$ cat src/rtl/imem_pkg.sv
// Shared types and constants for the instruction-memory loader (imem_loader, word_packer).
// Optional checksum state is used only when IMEM_LOADER_CHECKSUM_EN is defined.
package imem_pkg;

  localparam int IMEM_DEPTH_WORDS = 64;
  localparam int LEN_W            = 16;

  typedef enum logic [2:0] {
    IDLE,
    LEN_LO,
    LEN_HI,
    DATA,
    CHK,
    DONE,
    ERR
  } imem_loader_state_t;

endpackage

$ cat src/rtl/word_packer.sv
// Packs bytes little-endian into 32-bit words; word/word_valid are combinational on the 4th byte.
// No backpressure of its own: it takes a byte whenever in_valid is high; clear restarts at lane 0.
module word_packer (
  input  logic        clk,
  input  logic        rst,
  input  logic        in_valid,
  input  logic [7:0]  in_byte,
  input  logic        clear,
  output logic        word_valid,
  output logic [31:0] word
);

  logic [1:0]  lane_q, lane_d;
  logic [23:0] shreg_q, shreg_d;

  always_comb begin
    lane_d  = lane_q;
    shreg_d = shreg_q;
    if (clear) begin
      lane_d  = 2'd0;
      shreg_d = 24'd0;
    end else if (in_valid) begin
      lane_d  = lane_q + 2'd1;
      shreg_d = {in_byte, shreg_q[23:8]};
    end
  end

  always_ff @(posedge clk or posedge rst) begin
    if (rst) begin
      lane_q  <= 2'd0;
      shreg_q <= 24'd0;
    end else begin
      lane_q  <= lane_d;
      shreg_q <= shreg_d;
    end
  end

  // The first three bytes sit in shreg_q; the 4th is still on the input.
  assign word_valid = in_valid && (lane_q == 2'd3);
  assign word       = {in_byte, shreg_q};

endmodule

$ cat src/rtl/imem_loader.sv
// Loads a length-prefixed byte stream into instruction memory, one write per word, 1-cycle write latency.
// byte_ready is high only while loading; IMEM_LOADER_CHECKSUM_EN adds a trailing XOR checksum byte.
import imem_pkg::*;

module imem_loader #(
  parameter int DEPTH_WORDS = IMEM_DEPTH_WORDS,
  parameter int ADDR_W      = 32
) (
  input  logic              clk,
  input  logic              rst,
  input  logic              start,
  input  logic              byte_valid,
  input  logic [7:0]        byte_data,
  output logic              byte_ready,
  output logic              we,
  output logic [ADDR_W-1:0] waddr,
  output logic [31:0]       wdata,
  output logic              busy,
  output logic              done,
  output logic              error,
  output logic              cpu_hold
);

`ifdef IMEM_LOADER_CHECKSUM_EN
  localparam imem_loader_state_t END_ST = CHK;
`else
  localparam imem_loader_state_t END_ST = DONE;
`endif

  imem_loader_state_t state_q, state_d;
  logic [7:0]        len_lo_q, len_lo_d;
  logic [LEN_W-1:0]  len_q, len_d;
  logic [LEN_W-1:0]  word_index_q, word_index_d;
  logic [LEN_W-1:0]  len_full;
  logic              we_q, we_d;
  logic [ADDR_W-1:0] waddr_q, waddr_d;
  logic [31:0]       wdata_q, wdata_d;
  logic              byte_ready_q, byte_ready_d;
  logic              busy_q, busy_d;
  logic              done_q, done_d;
  logic              error_q, error_d;
  logic              cpu_hold_q, cpu_hold_d;
`ifdef IMEM_LOADER_CHECKSUM_EN
  logic [7:0]        chk_q, chk_d;
`endif

  logic        xfer;
  logic        pk_valid;
  logic        pk_clear;
  logic        pk_word_valid;
  logic [31:0] pk_word;

  assign xfer     = byte_valid && byte_ready_q;
  assign pk_valid = xfer && (state_q == DATA);
  assign len_full = {byte_data, len_lo_q};

  word_packer u_packer (
    .clk        (clk),
    .rst        (rst),
    .in_valid   (pk_valid),
    .in_byte    (byte_data),
    .clear      (pk_clear),
    .word_valid (pk_word_valid),
    .word       (pk_word)
  );

  always_comb begin
    state_d      = state_q;
    len_lo_d     = len_lo_q;
    len_d        = len_q;
    word_index_d = word_index_q;
    we_d         = 1'b0;
    waddr_d      = waddr_q;
    wdata_d      = wdata_q;
    pk_clear     = 1'b0;
`ifdef IMEM_LOADER_CHECKSUM_EN
    chk_d        = chk_q;
`endif

    unique case (state_q)
      IDLE, DONE, ERR: begin
        if (start) begin
          state_d      = LEN_LO;
          word_index_d = '0;
          pk_clear     = 1'b1;
`ifdef IMEM_LOADER_CHECKSUM_EN
          chk_d        = 8'd0;
`endif
        end
      end
      LEN_LO: begin
        if (xfer) begin
          len_lo_d = byte_data;
          state_d  = LEN_HI;
        end
      end
      LEN_HI: begin
        if (xfer) begin
          len_d = len_full;
          if (len_full == '0)
            state_d = END_ST;
          else if (int'(len_full) > DEPTH_WORDS)
            state_d = ERR;
          else
            state_d = DATA;
        end
      end
      DATA: begin
        if (xfer) begin
`ifdef IMEM_LOADER_CHECKSUM_EN
          chk_d = chk_q ^ byte_data;
`endif
          if (pk_word_valid) begin
            we_d         = 1'b1;
            waddr_d      = ADDR_W'({word_index_q, 2'b00});
            wdata_d      = pk_word;
            word_index_d = word_index_q + 1'b1;
            if (word_index_q == len_q - 1'b1)
              state_d = END_ST;
          end
        end
      end
`ifdef IMEM_LOADER_CHECKSUM_EN
      CHK: begin
        if (xfer)
          state_d = (byte_data == chk_q) ? DONE : ERR;
      end
`endif
      default: state_d = IDLE;
    endcase

    // Status outputs are registered copies of what the next state implies.
    byte_ready_d = (state_d == LEN_LO) || (state_d == LEN_HI) ||
                   (state_d == DATA)   || (state_d == CHK);
    busy_d       = byte_ready_d;
    done_d       = (state_d == DONE);
    error_d      = (state_d == ERR);
    cpu_hold_d   = (state_d != DONE);
  end

  always_ff @(posedge clk or posedge rst) begin
    if (rst) begin
      state_q      <= IDLE;
      len_lo_q     <= 8'd0;
      len_q        <= '0;
      word_index_q <= '0;
      we_q         <= 1'b0;
      waddr_q      <= '0;
      wdata_q      <= 32'd0;
      byte_ready_q <= 1'b0;
      busy_q       <= 1'b0;
      done_q       <= 1'b0;
      error_q      <= 1'b0;
      cpu_hold_q   <= 1'b1;
`ifdef IMEM_LOADER_CHECKSUM_EN
      chk_q        <= 8'd0;
`endif
    end else begin
      state_q      <= state_d;
      len_lo_q     <= len_lo_d;
      len_q        <= len_d;
      word_index_q <= word_index_d;
      we_q         <= we_d;
      waddr_q      <= waddr_d;
      wdata_q      <= wdata_d;
      byte_ready_q <= byte_ready_d;
      busy_q       <= busy_d;
      done_q       <= done_d;
      error_q      <= error_d;
      cpu_hold_q   <= cpu_hold_d;
`ifdef IMEM_LOADER_CHECKSUM_EN
      chk_q        <= chk_d;
`endif
    end
  end

  assign byte_ready = byte_ready_q;
  assign we         = we_q;
  assign waddr      = waddr_q;
  assign wdata      = wdata_q;
  assign busy       = busy_q;
  assign done       = done_q;
  assign error      = error_q;
  assign cpu_hold   = cpu_hold_q;

endmodule

$ cat config.mk
export PLATFORM = sky130hd
export DESIGN_NAME = imem_loader
export DESIGN_NICKNAME = d
export VERILOG_FILES = /design/src/rtl/imem_pkg.sv /design/src/rtl/word_packer.sv /design/src/rtl/imem_loader.sv
export SDC_FILE = /design/constraint.sdc
export NUM_CORES = 1
export LEC_CHECK = 0
export ABC_AREA = 0
export ABC_CLOCK_PERIOD_IN_PS = 6700
export CAP_MARGIN = 20
export CORE_MARGIN = 2
export CORE_UTILIZATION = 59
export DETAILED_ROUTE_END_ITERATION = 7
export HOLD_SLACK_MARGIN = 0.05
export MAX_ROUTING_LAYER = met4
export PLACE_DENSITY = 0.85
export SETUP_SLACK_MARGIN = 0.4
export SKIP_LAST_GASP = 1
export SYNTH_ARGS = -nofsm -noshare
export SYNTH_HDL_FRONTEND = slang
export SYNTH_SLANG_ARGS = --single-unit
$ cat constraint.sdc
create_clock -name clk -period 6.7 [get_ports clk]
set_input_delay 0.67 -clock clk [delete_from_list [all_inputs] [get_ports clk]]
set_output_delay 0.67 -clock clk [all_outputs]
set_load 0.005 [all_outputs]
; ---- After elaboration in Yosys (flattened, before gate mapping)
; Index checks and enable logic that the tools add are counted.
[word_totals]
in_bits = 12
wordCells = 71
ff_bits = 122
[classes]
n_reduce_logical = 15
muxes = 22
addsub = 3
eq_ne = 17
magnitude_cmp = 1
[op_table]
columns = op, count
row1 = $mux 16, 3
row2 = $mux 24, 2
row3 = $pmux 16 s2, 1
row4 = $mux 3, 8
row5 = $add 16x1->16 const B, 1
row6 = $eq 16x16->1, 1
row7 = $gt 16x7->1 const B, 1
row8 = $logic_not 16->1, 1
row9 = $sub 16x1->16 const B, 1
row10 = $eq 3x3->1 const B, 5
row11 = $eq 3x2->1 const B, 4
row12 = $pmux 3 s4, 1
row13 = $eq 3x1->1 const B, 2
row14 = $ne 2x2->1 const B, 3
row15 = $mux 1, 5
row16 = $mux 2, 2
row17 = $reduce_and 2->1, 2
row18 = $reduce_and 4->1, 1
row19 = $reduce_bool 2->1, 2
row20 = $logic_and 1x1->1, 3
row21 = $logic_not 3->1, 1
row22 = $logic_or 1x1->1, 3
row23 = $ne 3x3->1 const B, 1
row24 = $reduce_and 3->1, 1
row25 = 3 further kinds, 3

; ---- Depth between registers and ports, before layout
; Gate-level depths: netlist of the first run.
[depth]
ltp_word = 10
ltp_mapped = 9

; ---- By module
; From an unflattened synthesis of the first run, not the netlist that was laid out.
[hier_totals]
hier_cells = 583
hier_area_um2 = 5759.3
[by_module_without_submodules]
columns = mod, seq_area_each_um2, cells_per_inst, area_each_um2, instances
row1 = imem_loader, 2403.6, 488, 4600.7, 1
row2 = word_packer, 650.6, 95, 1158.6, 1

; ---- Least setup slack after synthesis of the first run
; No wires, ideal clock.
[synth_path]
path_kind = flip-flop to flip-flop
from = reg len_q[2]
to = reg busy_q, in the netlist busy
stages_incl_launch_ff = 9
synth_period_minus_slack_ns = 2.496
arrival_time_ns = 2.355
setup_time_ns = 0.142
path_buffers = 2
slack_ns = 4.204
cell_sequence = dfrtp_1 -> buf_6 -> or4_4 -> buf_6 -> nor4_4 -> xnor2_1 -> or4_4 -> nor4_4 -> a211oi_1
[synth_via]
elab_chain_len = 10
word_cells_on_any_way = 13
cone_classes = add/sub (1) / eq/ne (5) / mux (4) / reduce/logical (3)
[synth_rtl]
columns = element, line_no
row1 = "start, declared", imem_loader.sv:32  ; logic [LEN_W-1:0] len_q, len_d;
row2 = "start signal, assigned", imem_loader.sv:161  ; len_q <= len_d;
row3 = $sub 16x1->16 *, imem_loader.sv:118  ; if (word_index_q == len_q - 1'b1)
row4 = $eq 16x16->1 *, imem_loader.sv:118
row5 = $mux 3 *, imem_loader.sv:118
row6 = $mux 3 *, imem_loader.sv:113  ; if (pk_word_valid) begin
row7 = $mux 3 *, imem_loader.sv:109  ; if (xfer) begin
row8 = $pmux 3 s4 *, imem_loader.sv:80  ; unique case (state_q)
row9 = $eq 3x1->1 or $eq 3x2->1 (tied branches), imem_loader.sv:133  ; byte_ready_d = (state_d == LEN_LO) || (state_d == LEN_HI) ||
row10 = $logic_or 1x1->1 (2 in series), imem_loader.sv:133
row11 = $logic_or 1x1->1 *, imem_loader.sv:134  ; (state_d == DATA) || (state_d == CHK);
row12 = named net busy_d, imem_loader.sv:39  ; logic busy_q, busy_d;
row13 = "end signal, assigned", imem_loader.sv:167  ; busy_q <= busy_d;
row14 = "end, declared", imem_loader.sv:39
; The timed path passes the listed nets; every way through them passes the cells marked *.
; A chain may end at the register's enable or synchronous reset.

; ---- Worst setup path after layout of the first run
[layout_path]
from = in byte_valid
to = reg word_index_q[13]
[layout_via]
elab_chain_len = 5
word_cells_on_any_way = 6
cone_classes = eq/ne (2) / reduce/logical (4)
[layout_rtl]
columns = element, line_no
row1 = "start, declared", imem_loader.sv:12  ; input logic byte_valid,
row2 = $logic_and 1x1->1 *, imem_loader.sv:53  ; assign xfer = byte_valid && byte_ready_q;
row3 = $logic_and 1x1->1, imem_loader.sv:54  ; assign pk_valid = xfer && (state_q == DATA);
row4 = $logic_and 1x1->1, word_packer.sv:39  ; assign word_valid = in_valid && (lane_q == 2'd3);
row5 = $ne 2x2->1 (no line), -
row6 = $reduce_and 4->1 (no line) *, -
row7 = "end signal, assigned", imem_loader.sv:162  ; word_index_q <= word_index_d;
row8 = "end, declared", imem_loader.sv:33  ; logic [LEN_W-1:0] word_index_q, word_index_d;
; Every way passes the cells marked *; elsewhere a longest branch is shown, timed or not.

==> flow_summary.yaml, run 1 <==
floorplanning:
  die_area_um2: 10500
  rows: 35
  io_pins: 82
  die_h_um: 102.5
  core_um2: 9328
  start_util_pct: 61.31
  fp.dieW_um: 102.5
worst_setup_path:
  r2r_start: "state_q[2]"
  crit_family: "simple AND/OR/NAND/NOR gates"
  worstPathRequired_ns: 7.08
  cp_max_fo: 32
  r2r_cells: 7
  cp.arrival_ns: 3.56
  reg2reg_slack_ns: 3.61
  crit_chain: "clkdlybuf4s50_1 > nand3b_1 > nor2_4 > buf_4 > o21ba_2 > nor4_1 > xnor2_1 > nor2_1"
  critPathBufInv: 2
  max_stage_delay_ns: 0.61
  cp-start-kind: "primary input"
  cp-end-kind: "flop"
  cp.depth: 8
  path_class: "in -> reg"
  endpoint: "word_index_q[13]"
  slowest_stage: "nor2_4"
  worstReg2RegEnd: "word_index_q[13]"
  cp-startpoint: "byte_valid"
pwr:
  power.share.clock_pct: 29.4
  p_int_w: 0.002012
  peakVddDrop_mv: 0.2738
  p_leak_nw: 3.055
  seq_power_share_pct: 39.7
  comb_power_share_pct: 30.9
  swShare_pct: 33.85
  switching_power_w: 0.001030
  power.density_nw_per_um2: 434.9
layout:
  layout_commonest_cell: "dfrtp_1"
  instances_no_fill: 712
  num-nets-final: 585
  final_cell_mix: "121 x dfrtp_1, 70 x mux2_2, 65 x nand2_1, 65 x clkdlybuf4s50_1, 32 x a21oi_1"
  fillerInstances: 613
  area_growth_pct: 22.29
  n_antenna_cell: 0
  drive_above_1_share_pct: 20.41
synthesis:
  synth_ff_type: "dfrtp_1"
  ys_seq_elements: 122
  synth_seq_area_share_pct: 53.40
  synthArstFlopShare_pct: 100.0
  syn_area_um2: 5719
  synth_edf_count: 0
  yosys_warnings: 0
  synth_cells: 510
  syn_area_per_cell_um2: 11.21
  synth_cell_type_count: 56
sta:
  drv_slew: 0
  fmax_mhz: 313.9
  rsz0062_at_grt: "false"
  setup_violations: 0
  fin_setup_tns_ns: 0
  fin_crit_ns: 3.186
  relSlewSlack_pct: 33.87
  hold_viol: 0
  worst_pin_slew_ns: 0.9893
  clock_skew_ns: 0.01201
  setup_slack_ns: 3.514
  finalCritPeriodShare_pct: 47.55
grt:
  grt_first_pass_wirelength_mm: 20.40
  grt_pass1_vias: 4141
  grt_max_degree: 92
  overflow: 0
  grt_usage_pct: 26.31
  antenna_found_initial: 0
detailed_routing:
  drtIter0Drc: 206
  via_count: 4075
  via_per_inst: 5.723
  drc: 0
  postRouteAntennaNets: 0
  drt_pass1_iterations: 5
  drt_wl_total_mm: 12.35
  detail_route.wl_per_cell_um: 17.34
clock_tree:
  clock_latency_ns: 0.52
  cts_buffers: 17
  cts_buffer_depth: 2
  cts_setup_buffers: 0
  cts.htree.levels: 4
  cts_tree: "yes"
  post_cts_resized: 0
  clk_pin_slew_worst_paths_ns: 0.06
  cts-root-buf: "clkbuf_8"
  clkSinkCount: 122
  hold_buffers: 0
place:
  hpwlAfterDp_mm: 8.037
  port_buffers: 65
  dp_slack_ns: 3.023
  placed_cells: 679
  gp_congestion: 0.8851
run_status:
  status: "finished, final reports clean"
hold_path:
  hold_class: "in -> async"
flow_run:
  drv_cap: 0
-- cell usage after synthesis (3+ instances only) --
master,instances,share of area (%)
xor2_1,11,1.7
nor4_1,14,1.5
nor4b_1,4,0.61
inv_1,7,0.46
nor4_4,3,1.1
nand3b_1,3,0.39
dfrtp_1,121,53
o21ai_0,9,0.79
xnor2_1,24,3.7
nand2_1,65,4.3
and2_1,3,0.33
mux2_2,70,14
buf_4,17,2.2
nor3_1,8,0.70
and3_1,4,0.44
or3_1,3,0.33
ha_1,3,0.66
nand2b_1,3,0.33
nand4_1,3,0.33
nand3_1,7,0.61
a21oi_1,32,2.8
clkbuf_1,24,1.6
nor2_1,30,2.0
-- cell families after synthesis --
kind of cell	Yosys count	synth area share, %
muxes	70	13.78
AOI/OAI and AO/OA	64	6.935
xor gates and xnor gates	35	5.360
adders and majority gates	3	0.6564
other	1	0.06557
buffers and inverters	51	4.725
and+or+nand+nor	164	15.07
DFF	122	53.40
-- metrics by stage --
stage	area (µm²)	power (W)	util (%)	hold WS [ns]
after global routing	6994	0.003212	74.98	0.5182
after detailed placement	6386	0.002132	68.46	0.4951
final	6994	0.003042	74.98	0.4979
after CTS	6967	0.003042	74.69	0.5085
after floorplan	5776	0.001785	-	0.4688
after global placement	6386	0.002086	68.46	0.4892
-- sequential cells by signal, summed over array words and instances (netlist names) --
name              cells
we                    1
u_packer.shreg_q     24
len_lo_q              8
waddr                16
wdata                32
error                 1
word_index_q         16
done                  1
cpu_hold              1
len_q                16
state_q               3
busy                  1
u_packer.lane_q       2
-- cell type report --
cell class | instances | area (µm²) | share of cell area [%]
Clock buffer | 18 | 417.9 | 5.975
Clock inverter | 14 | 162.7 | 2.326
Inverter | 7 | 28.78 | 0.4114
Multi-Input combinational cell | 352 | 2461 | 35.19
Sequential cell | 122 | 3054 | 43.67
Tap cell | 129 | 161.4 | 2.308
Timing Repair Buffer | 70 | 708.2 | 10.13
-- worst min path at each step --
stage                     start   endpoint  slack, ns  cells after the start
finish                      rst  waddr[15]       0.50                      2
floorplan           len_lo_q[1]   len_q[1]       0.47                      2
global placement       waddr[2]   waddr[2]       0.49                      1
global route          wdata[16]  wdata[16]       0.52                      1
CTS                   wdata[10]  wdata[10]       0.51                      1
detailed placement     wdata[6]   wdata[6]       0.50                      1
-- power groups by stage --
stage	sequential, W	clock, W	combinational [W]
after floorplan	0.00114	0	0.000645
after global placement	0.00120	0	0.000891
after detailed placement	0.00121	0	0.000923
after CTS	0.00120	0.000899	0.000941
after global routing	0.00124	0.000936	0.00104
final	0.00121	0.000895	0.000939
-- metal layers --
metal  GRT usage [%]  vias up  share of wire [%]
li1                -     1873                  -
met1           34.14     2030                 44
met2           40.87      136                 49
met3           4.856       36                4.8
met4           11.18        0                2.3
met5               -        -                  0
(Power assumes the default switching activity.)
==> inputs of run 2 (changes only) <==
--- a/config.mk
+++ b/config.mk
@@ -6,14 +6,14 @@
 export NUM_CORES = 1
 export LEC_CHECK = 0
 export ABC_AREA = 0
-export ABC_CLOCK_PERIOD_IN_PS = 6700
+export ABC_CLOCK_PERIOD_IN_PS = 2700
 export CAP_MARGIN = 20
 export CORE_MARGIN = 2
-export CORE_UTILIZATION = 59
+export CORE_UTILIZATION = 49
 export DETAILED_ROUTE_END_ITERATION = 7
 export HOLD_SLACK_MARGIN = 0.05
 export MAX_ROUTING_LAYER = met4
-export PLACE_DENSITY = 0.85
+export PLACE_DENSITY = 0.76
 export SETUP_SLACK_MARGIN = 0.4
 export SKIP_LAST_GASP = 1
 export SYNTH_ARGS = -nofsm -noshare
==> constraint.sdc (replaced) <==
create_clock -name clk -period 2.7 [get_ports clk]
set_input_delay 0.27 -clock clk [delete_from_list [all_inputs] [get_ports clk]]
set_output_delay 0.27 -clock clk [all_outputs]
set_load 0.005 [all_outputs]
==> run 2 against run 1 <==
Effect of this change:
- setup slack worse by 3.2 ns
- core utilization shrank 11 points
- clock skew down 0.0028 ns
- non-clock buffer count up 24
- sequential share of layout area decreased by 1.5 points
- cell count grew 5.3%
- via count rose by 1.4%
- clock power up 140%
- register-to-register slack got worse by 3.3 ns
- critical path type is now reg -> reg
- largest cell class unchanged
==> flow_summary.yaml, run 2 (same netlist as run 1, synthesis figures left out) <==
floorplanning:
  fp.dieW_um: 112.0
  io_pins: 82
  start_util_pct: 50.09
  die_h_um: 112.0
  core_um2: 11420
  rows: 39
  die_area_um2: 12550
detailed_routing:
  detail_route.wl_per_cell_um: 17.08
  drt_wl_total_mm: 12.81
  via_per_inst: 5.508
  drtIter0Drc: 252
  via_count: 4131
  drc: 0
  drt_pass1_iterations: 4
  postRouteAntennaNets: 0
worst_setup_path:
  slowest_stage: "or4_4"
  worstReg2RegEnd: "busy"
  cp.arrival_ns: 2.65
  cp-start-kind: "flop"
  r2r_cells: 7
  max_stage_delay_ns: 0.61
  reg2reg_slack_ns: 0.31
  r2r_start: "len_q[4]"
  path_class: "reg -> reg"
  cp-end-kind: "flop"
  cp_max_fo: 8
  worstPathRequired_ns: 2.96
  crit_chain: "or4_4 > or3_1 > a211o_1 > o311a_1 > nor4_4 > buf_4 > a211oi_2"
layout:
  n_antenna_cell: 0
  drive_above_1_share_pct: 25.86
  largest_reg_flops: 32
  post-route-util_pct: 63.59
  num-nets-final: 609
  area_growth_pct: 26.95
  layout_commonest_cell: "dfrtp_1"
  fillerInstances: 908
  multi_input_area_um2: 2527
  seqCellArea_um2: 3060
  final_cell_mix: "116 x dfrtp_1, 70 x mux2_2, 65 x nand2_1, 65 x clkdlybuf4s50_1, 32 x a21oi_1"
sta:
  clock_skew_ns: 0.009214
  fin_crit_ns: 2.390
  drv_slew: 0
  hold_viol: 0
  fmax_mhz: 418.4
  finalCritPeriodShare_pct: 88.52
  fin_setup_tns_ns: 0
  setup_violations: 0
  rsz0062_at_grt: "true"
clock_tree:
  cts-root-buf: "clkbuf_16"
  cts_buffers: 17
  cts_tree: "yes"
  hold_buffers: 0
  clock_latency_ns: 0.41
  clkSinkCount: 122
  cts.htree.levels: 4
  cts_buffer_depth: 2
  clk_pin_slew_worst_paths_ns: 0.06
pwr:
  p_leak_nw: 3.179
  power.density_nw_per_um2: 1071
  peakVddDrop_mv: 0.6906
place:
  port_buffers: 65
  gp_congestion: 0.8999
  hpwlAfterDp_mm: 8.798
grt:
  antenna_found_initial: 0
  grt_usage_pct: 22.33
  overflow: 0
  grt_pass1_vias: 4254
  grt_max_degree: 56
  grt_first_pass_wirelength_mm: 21.47
flow_run:
  drv_cap: 0
hold_path:
  hold_class: "in -> async"
run_status:
  status: "finished, final reports clean"
[run 2: changes by cell type in the layout (fill, tap and decap cells not counted), moves of 2 or more]
| cell | change |
|---|---|
| buf_4 | +23 |
| nor4_2 | +3 |
| dfrtp_1 | -5 |
| buf_12 | +2 |
| dfrtp_2 | +5 |
| clkinv_2 | +2 |
| nor4_1 | -4 |
[run 2: report_power, final]
part / switching, W / internal (W)
clock network: 0.000824 / 0.00132
registers: 0.000540 / 0.00242
logic: 0.00121 / 0.00146
total: 0.00257 / 0.00520
[run 2: critical path, delay by kind of cell, from the launching register on]
| family | cells | cell delay [ns] |
|---|---|---|
| AND/OR/NAND/NOR | 3 | 1.19 |
| AO/OA/AOI/OAI | 3 | 0.46 |
| flip-flops | 1 | 0.41 |
| buffers and inverters | 1 | 0.19 |
[run 2: layout make-up]
class | count | share of cell area (%)
Clock inverter | 12 | 1.568
Sequential cell | 122 | 42.15
Timing Repair Buffer | 94 | 12.30
Multi-Input combinational cell | 352 | 34.81
Clock buffer | 20 | 6.290
Tap cell | 143 | 2.464
Inverter | 7 | 0.4136
[run 2: per-stage QoR]
| stage | power (W) | hold slack, ns | worst slack, ns | std cells | area [µm²] |
|---|---|---|---|---|---|
| global route | 0.008230 | 0.1862 | 0.2218 | 750 | 7261 |
| finish | 0.007773 | 0.1695 | 0.3099 | 750 | 7261 |
| global placement | 0.005302 | 0.4879 | 0.1217 | 706 | 6530 |
| floorplan | 0.004442 | 0.4007 | 0.2781 | 525 | 5792 |
| CTS | 0.007718 | 0.1648 | 0.2924 | 743 | 7187 |
| detailed placement | 0.005398 | 0.4948 | 0.08481 | 706 | 6530 |
[run 2: how the worst max path moves through the flow]
stage,to,cells past startpoint,start
2_1_floorplan,busy,7,len_q[8]
3_3_place_gp,state_q[1],6,len_q[10]
3_5_place_dp,busy,8,len_q[0]
4_1_cts,busy,7,len_q[3]
5_1_grt,busy,7,len_q[4]
6_report,busy,7,len_q[4]
[run 2: timing repair]
item	in CTS	in global routing
hold endpoints to repair	0	0
buffers inserted	5	7
endpoints found under the setup margin	5	5
pin swaps	8	8
resized for setup	11	4
[run 2: metal layers]
metal  up-vias  GRT usage [%]  wire length, µm
met5         -              -                0
met4         0          6.016              125
met3        11          6.102              682
met2       114          36.57             6596
met1      2084          27.71             5408
li1       1922              -                -
